--- src/rtl/prio_arbiter_rr.sv ---
// Registered N-input arbiter with fixed-priority or round-robin selection.
// The grant is held stable until the consumer accepts it with gnt_ready.
module prio_arbiter_rr #(
    parameter int N  = 8,
    parameter int IW = $clog2(N)
) (
    input  logic          clk,
    input  logic          rst,
    input  logic [N-1:0]  req,
    input  logic          mode,
    output logic          gnt_valid,
    input  logic          gnt_ready,
    output logic [IW-1:0] gnt_idx,
    output logic [N-1:0]  gnt_onehot,
    output logic          req_none
);

    typedef enum logic {
        IDLE  = 1'b0,
        GRANT = 1'b1
    } state_t;

    state_t        state_reg, state_next;
    logic [IW-1:0] idx_reg, idx_next;
    logic [N-1:0]  onehot_reg, onehot_next;
    logic [IW-1:0] ptr_reg, ptr_next;

    logic          handshake;
    logic [IW-1:0] ptr_eff;
    logic [IW-1:0] win_idx;
    logic [N-1:0]  win_onehot;

    assign handshake = (state_reg == GRANT) && gnt_ready;

    // On a handshake the new arbitration already uses the advanced pointer.
    always_comb begin
        ptr_eff = ptr_reg;
        if (handshake) begin
            if (idx_reg == '0) begin
                ptr_eff = IW'(N - 1);
            end else begin
                ptr_eff = idx_reg - 1'b1;
            end
        end
    end

    // Scan descending from the start point; fixed priority always starts at N-1.
    always_comb begin
        int unsigned t;
        int unsigned sel;
        logic        found;
        win_idx = '0;
        found   = 1'b0;
        t       = 0;
        sel     = 0;
        for (int k = 0; k < N; k++) begin
            t = int'(ptr_eff) + N - k;
            if (t >= N) begin
                t = t - N;
            end
            sel = mode ? t : (N - 1 - k);
            if (!found && req[IW'(sel)]) begin
                found   = 1'b1;
                win_idx = IW'(sel);
            end
        end
    end

    for (genvar gi = 0; gi < N; gi++) begin : g_win_onehot
        assign win_onehot[gi] = (win_idx == IW'(gi));
    end

    always_comb begin
        state_next  = state_reg;
        idx_next    = idx_reg;
        onehot_next = onehot_reg;
        ptr_next    = ptr_reg;
        case (state_reg)
            IDLE: begin
                if (|req) begin
                    idx_next    = win_idx;
                    onehot_next = win_onehot;
                    state_next  = GRANT;
                end
            end
            GRANT: begin
                if (gnt_ready) begin
                    ptr_next = ptr_eff;
                    if (|req) begin
                        idx_next    = win_idx;
                        onehot_next = win_onehot;
                    end else begin
                        onehot_next = '0;
                        state_next  = IDLE;
                    end
                end
            end
            default: begin
                onehot_next = '0;
                state_next  = IDLE;
            end
        endcase
    end

    always_ff @(posedge clk) begin
        if (rst) begin
            state_reg  <= IDLE;
            idx_reg    <= '0;
            onehot_reg <= '0;
            ptr_reg    <= IW'(N - 1);
        end else begin
            state_reg  <= state_next;
            idx_reg    <= idx_next;
            onehot_reg <= onehot_next;
            ptr_reg    <= ptr_next;
        end
    end

    assign gnt_valid  = (state_reg == GRANT);
    assign gnt_idx    = idx_reg;
    assign gnt_onehot = onehot_reg;
    assign req_none   = ~|req;

endmodule

--- config.mk ---
export PLATFORM = sky130hd
export DESIGN_NAME = prio_arbiter_rr
export DESIGN_NICKNAME = d
export VERILOG_FILES = /design/src/rtl/prio_arbiter_rr.sv
export SDC_FILE = /design/constraint.sdc
export NUM_CORES = 1
export LEC_CHECK = 0
export ABC_AREA = 1
export CORE_MARGIN = 1.5
export CORE_UTILIZATION = 39
export DETAILED_ROUTE_END_ITERATION = 10
export GPL_ROUTABILITY_DRIVEN = 0
export GPL_TIMING_DRIVEN = 0
export MAX_ROUTING_LAYER = met4
export SETUP_SLACK_MARGIN = 0.3
export SLEW_MARGIN = 5
export SYNTH_ARGS = -nofsm -noshare
export SYNTH_HDL_FRONTEND = slang
export SYNTH_SLANG_ARGS = --single-unit
export TNS_END_PERCENT = 100
--- constraint.sdc ---
create_clock -name clk -period 3.55 [get_ports clk]
set_input_delay 0.355 -clock clk [delete_from_list [all_inputs] [get_ports clk]]
set_output_delay 0.355 -clock clk [all_outputs]
set_load 0.02 [all_outputs]
==> flow_summary.ini, run 1 <==
[yosys]
syn-cell-area_mm2 = 0.00158
synth_ff_type = dfxtp_1
synth_edf_count = 0
yosysTopAreaCellShare_pct = 20.1
ys_types = 27
synth_commonest_cells = nand2_1, nand3_1, inv_1, dfxtp_1, nand4_1
synth-seq-area-share_pct = 19.0
netlist_instances = 274
yosysMostFrequentCell = nand2_1
synth_warnings = 0
syn-num-nets = 290
synth.area.top_cells = nand2_1, dfxtp_1, nand3_1
yosys.area.top_type = nand2_1
async_flop_share_pct = 0
syn_area_per_cell_um2 = 5.78
synth_seq_cells = 15

[worst_setup_path]
cp_max_fo = 7
critical_path_class = register to register
timing.rr.start = gnt_idx[1]$_SDFFE_PP0P_
cp-end-kind = register
cp-startpoint = gnt_idx[1]$_SDFFE_PP0P_
required_ns = 3.67
start_kind = register
cp.arrival_ns = 3.12

[final_layout]
drive_gt1_share_pct = 21.0
fillers = 372
largest_register_ffs = 8
layout.nets = 327
areaGrowthSynthToFinish_pct = 31.7
diodes = 0

[cts]
cts_root_buffer = clkbuf_8
worstSkewPairLatency_ns = 0.25
numCtsBuffers = 3
clkTransAtPathRegs_ns = 0.07
clock_sinks = 15
htree_levels = 1
cts_hold_buf = 0
cts_tree = built
cts_buffer_depth = 2

[sta]
finalSetupViolations = 0
post-route-period-util_pct = 84.6
fmax_mhz = 333
finalCriticalPeriod_ns = 3.00
rsz0062_at_grt = false
maxSlewHeadroom_pct = 33.5
final-hold-violation-count = 0
whs_ns = 0.467
tightestPinTransition_ns = 0.987
final_max_slew_viol_count = 0
finClkSkew_ns = 0.00691

[grt]
track_usage_pct = 21.2
overflow = 0
grt_pass1_wl_um = 7190
grt_pass1_vias = 1647
grt_max_degree = 11
antenna_found_initial = 0

[route]
firstDrtPassIters = 5
vias = 1858
drt_iter0_drc = 145
wirelength_um = 4250
drtAntennaViolNets = 0
vias_per_cell = 5.19
drcViolationCount = 0
wl_per_cell_um = 11.9

[pwr]
ir_drop_mv = 0.279
power.total_mw = 0.798
p_leak_nw = 1.05
power.density_mw_per_mm2 = 383

[hold_path]
min_from = gnt_onehot[3]$_SDFFE_PP0P_
hold_path_class = register to register

[floorplanning]
rows = 22
start_util_pct = 42.0
fp.dieW_um = 66.7
die_y_um = 66.7
coreArea_mm2 = 0.00377
ios = 25
die_area_mm2 = 0.00445

[run]
max_cap_violations = 0

[placement]
port_buffers = 23
dp_hpwl_um = 3390

[status]
outcome = complete, no violations
path summary, 6_finish.rpt:
path	end	slack, ns	cells past startpoint
hold reg to reg	gnt_onehot[3]$_SDFFE_PP0P_	0.47	2
hold / removal	gnt_onehot[3]$_SDFFE_PP0P_	0.47	2
setup reg to reg	gnt_onehot[6]$_SDFFE_PP0P_	0.55	25
setup / recovery	gnt_onehot[6]$_SDFFE_PP0P_	0.55	25
report_power, final:
part / switching, mW / total, mW / internal, mW / leakage, nW
combinational: 0.288 / 0.462 / 0.174 / 0.897
sequential: 0.0101 / 0.199 / 0.188 / 0.124
clock: 0.0601 / 0.138 / 0.0776 / 0.0255
total: 0.359 / 0.798 / 0.440 / 1.05
cells in the final DEF, fill, tap and decap left out, types with 2 or more instances in the layout:
cell | synthesis | final
a21oi_1 | 13 | 13
buf_2 | 2 | 2
buf_4 | 1 | 10
buf_6 | 3 | 3
clkbuf_8 | 0 | 3
clkdlybuf4s50_1 | 0 | 22
dfxtp_1 | 15 | 14
ha_1 | 4 | 2
inv_1 | 38 | 36
inv_2 | 3 | 4
nand2_1 | 85 | 77
nand2_2 | 9 | 15
nand2_4 | 2 | 4
nand3_1 | 51 | 46
nand3_2 | 2 | 7
nand4_1 | 15 | 15
nor2_1 | 13 | 13
nor2_2 | 4 | 3
nor2_4 | 1 | 2
o21ai_0 | 3 | 3
area by class of cell:
type                            count  area [um2]  share of cell area [%]
Multi-Input combinational cell    211        1170                    55.9
Buffer                              7        55.1                    2.64
Inverter                           41         156                    7.50
Tap cell                           48        60.1                    2.88
Sequential cell                    15         302                    14.5
Timing Repair Buffer               32         300                    14.4
Clock buffer                        3        41.3                    1.98
Clock inverter                      1        5.00                   0.240
kinds of logic (layout without fill, tap and decap cells):
kind of cell	after synthesis	in the layout	share of synthesized area [%]
simple gates	186	186	57.0
fa+ha+maj	4	4	3.16
flops	15	15	19.0
buf+inv	48	84	13.2
compound gates	21	21	7.66
stage by stage:
step / std cells / area [um2] / setup TNS [ns] / util [%] / worst slack [ns]
2_1_floorplan: 274 / 1580 / 0 / - / 0.437
3_3_place_gp: 345 / 1870 / -0.622 / 49.7 / -0.128
3_5_place_dp: 345 / 1870 / -0.538 / 49.7 / -0.104
4_1_cts: 349 / 1930 / 0 / 51.1 / 0.339
5_1_grt: 358 / 2090 / 0 / 55.3 / 0.265
6_report: 358 / 2090 / 0 / 55.3 / 0.548
what timing repair did:
item	CTS	global route
pin swaps	0	8
buffers inserted	0	9
endpoints found under the setup margin	11	11
resized for setup	3	22
worst max-delay path, cell delays in order (launching register included):
cell and delay [ns]:
dfxtp_1 0.33, inv_1 0.06, ha_1 0.17, ha_1 0.18, inv_1 0.06, nand2_1 0.08
nand2_4 0.09, buf_6 0.09, nand2_1 0.07, ha_2 0.18, inv_1 0.05, nor2_1 0.04
nor3_2 0.28, inv_1 0.13, nand2_2 0.09, nand2_2 0.08, inv_2 0.08, nand4_4 0.11
nor2_4 0.17, nand2_1 0.06, nand2_1 0.07, nand2_2 0.06, nand2_4 0.10, nor2_1 0.06
nand3_1 0.13, a21oi_1 0.06
layer usage:
metal  vias to the layer above  routed length [um]  GRT usage, %  share of wire, %
li1                        972                   -             -                 -
met1                       850                2100          29.0                49
met2                        34                1970          33.4                46
met3                         2                 156          3.04               3.7
met4                         0                  24          4.34              0.56
met5                         -                   0             -                 0
Power figures use the tool's default switching activity.
==> inputs of run 2 (changes only) <==
==> constraint.sdc (replaced) <==
create_clock -name clk -period 2.5 [get_ports clk]
set_input_delay 0.25 -clock clk [delete_from_list [all_inputs] [get_ports clk]]
set_output_delay 0.25 -clock clk [all_outputs]
set_load 0.02 [all_outputs]
==> run 2 against run 1 <==
The run now ends with negative setup slack left. First-iteration DRC count shrank 30%. Hold slack lost 0.0012 ns. Sequential share of layout area shrank 1.9 points. Power grew 71%. Largest cell class unchanged. Largest power group unchanged. Highest routed layer unchanged.
==> flow_summary.ini, run 2 (same netlist as run 1, synthesis figures left out) <==
[status]
outcome = complete, but fails checks
violations = negative setup slack

[final_layout]
drive_gt1_share_pct = 34.2
multi_input_area_mm2 = 0.00143
seqCellArea_um2 = 308
areaGrowthSynthToFinish_pct = 54.4
largest_register_ffs = 8
diodes = 0
layout_commonest_cell = nand2_1
layout.nets = 336
fin_util_pct = 64.9
layout_common_cells = nand2_1, nand3_1, inv_1, clkdlybuf4s50_1, buf_4
design_area_mm2 = 0.00245
fillers = 366

[cts]
clock_sinks = 15
cts_hold_buf = 0
clkTransAtPathRegs_ns = 0.06
cts_tree = built
worstSkewPairLatency_ns = 0.24
numCtsBuffers = 3
htree_levels = 1
cts_buffer_depth = 2
cts_root_buffer = clkbuf_8

[worst_setup_path]
cp-end-kind = register
critPathTopFamily = simple AND/OR/NAND/NOR gates
slowest_delay_ns = 0.52
cpMostUsedCell = nand2_4
cp.arrival_ns = 3.04
required_ns = 2.67
path_depth = 22
cp-startpoint = gnt_ready
critical_path_buf_inv_count = 5
cp_max_fo = 7
rr_worst_depth = 24
worstPathCellList = clkdlybuf4s50_1 > nand2_2 > inv_2 > nand2_4 > buf_6 > nand2_4 > inv_4 > ha_4 > nand2_8 > clkinv_8 > nand2_4 > nand3_4 > nand2_4 > nor2_4 > nand4_4 > nor2_4 > o21ai_2 > nand2_2 > nand2_4 > nor2_4 > nand2_1 > a21oi_1
cp_slowest_cell = clkdlybuf4s50_1
critical_path_class = input pin to register
timing.rr.start = gnt_idx[1]$_SDFFE_PP0P_
start_kind = input pin

[route]
drcViolationCount = 0
vias = 1895
wl_per_cell_um = 13.2
firstDrtPassIters = 4
wirelength_um = 4840
drtAntennaViolNets = 0
drt_iter0_drc = 101
vias_per_cell = 5.16

[pwr]
p_leak_nw = 1.13
power.density_mw_per_mm2 = 557
ir_drop_mv = 0.324

[floorplanning]
die_y_um = 66.7
fp.dieW_um = 66.7
ios = 25
coreArea_mm2 = 0.00377
die_area_mm2 = 0.00445
start_util_pct = 42.0
rows = 22

[placement]
dp_hpwl_um = 3530
port_buffers = 23
postPlaceCellArea_mm2 = 0.00204

[hold_path]
min_path_cells = 2
min_from = gnt_onehot[1]$_SDFFE_PP0P_
hold_path_class = register to register

[sta]
fmax_mhz = 349
rsz0062_at_grt = true
final_max_slew_viol_count = 0
finalCriticalPeriod_ns = 2.86
maxSlewHeadroom_pct = 22.7
tightestPinTransition_ns = 1.15
post-route-period-util_pct = 114
finalSetupViolations = 11
setup_ws_ns = -0.361
final-hold-violation-count = 0
finClkSkew_ns = 0.000994

[grt]
grt_pass1_vias = 1693
track_usage_pct = 23.3
grt_pass1_wl_um = 7750
grt_max_degree = 11
antenna_found_initial = 0
overflow = 0

[run]
max_cap_violations = 0
-- run 2: worst paths after layout --
check                               end  slack [ns]
max          gnt_onehot[4]$_SDFFE_PP0P_       -0.36
min          gnt_onehot[1]$_SDFFE_PP0P_        0.47
max reg2reg  gnt_onehot[4]$_SDFFE_PP0P_       -0.35
min reg2reg  gnt_onehot[1]$_SDFFE_PP0P_        0.47
-- run 2: worst min-delay path, stage by stage, from the launching register on --
cell and delay [ns]:
dfxtp_1 0.31, nand2_1 0.06, a21oi_1 0.05
-- run 2: cell type report --
class	count	area share, %
Buffer	7	2.25
Sequential cell	15	12.6
Multi-Input combinational cell	211	58.6
Inverter	41	7.21
Tap cell	48	2.46
Clock buffer	4	1.84
Timing Repair Buffer	41	15.1
-- run 2: stage by stage --
| step | std cells | total power [mW] | hold WS, ns | TNS [ns] | worst slack [ns] |
|---|---|---|---|---|---|
| finish | 367 | 1.36 | 0.466 | -3.40 | -0.361 |
| CTS | 361 | 1.25 | 0.467 | -2.88 | -0.309 |
| global route | 367 | 1.46 | 0.480 | -5.65 | -0.555 |
| global placement | 345 | 0.955 | 0.456 | -6.98 | -0.703 |
| detailed placement | 345 | 0.955 | 0.456 | -6.93 | -0.702 |
| floorplan | 274 | 0.793 | 0.328 | -1.36 | -0.195 |
-- run 2: repair_timing --
action	in CTS	in global routing
setup endpoints to repair	11	11
resized for setup	26	30
buffers inserted	12	6
pin swaps	24	24
-- run 2: layer usage --
| layer | up-vias | track usage, % | part of all wire, % |
|---|---|---|---|
| li1 | 988 | - | - |
| met1 | 873 | 31.5 | 48 |
| met2 | 30 | 37.9 | 48 |
| met3 | 4 | 4.05 | 3.4 |
| met4 | 0 | 2.30 | 0.60 |
| met5 | - | - | 0 |
-- run 2: report_power, final --
| group | switching [mW] | internal, mW | total [mW] |
|---|---|---|---|
| sequential | 0.0164 | 0.269 | 0.286 |
| clock | 0.0809 | 0.113 | 0.194 |
| combinational | 0.529 | 0.354 | 0.883 |
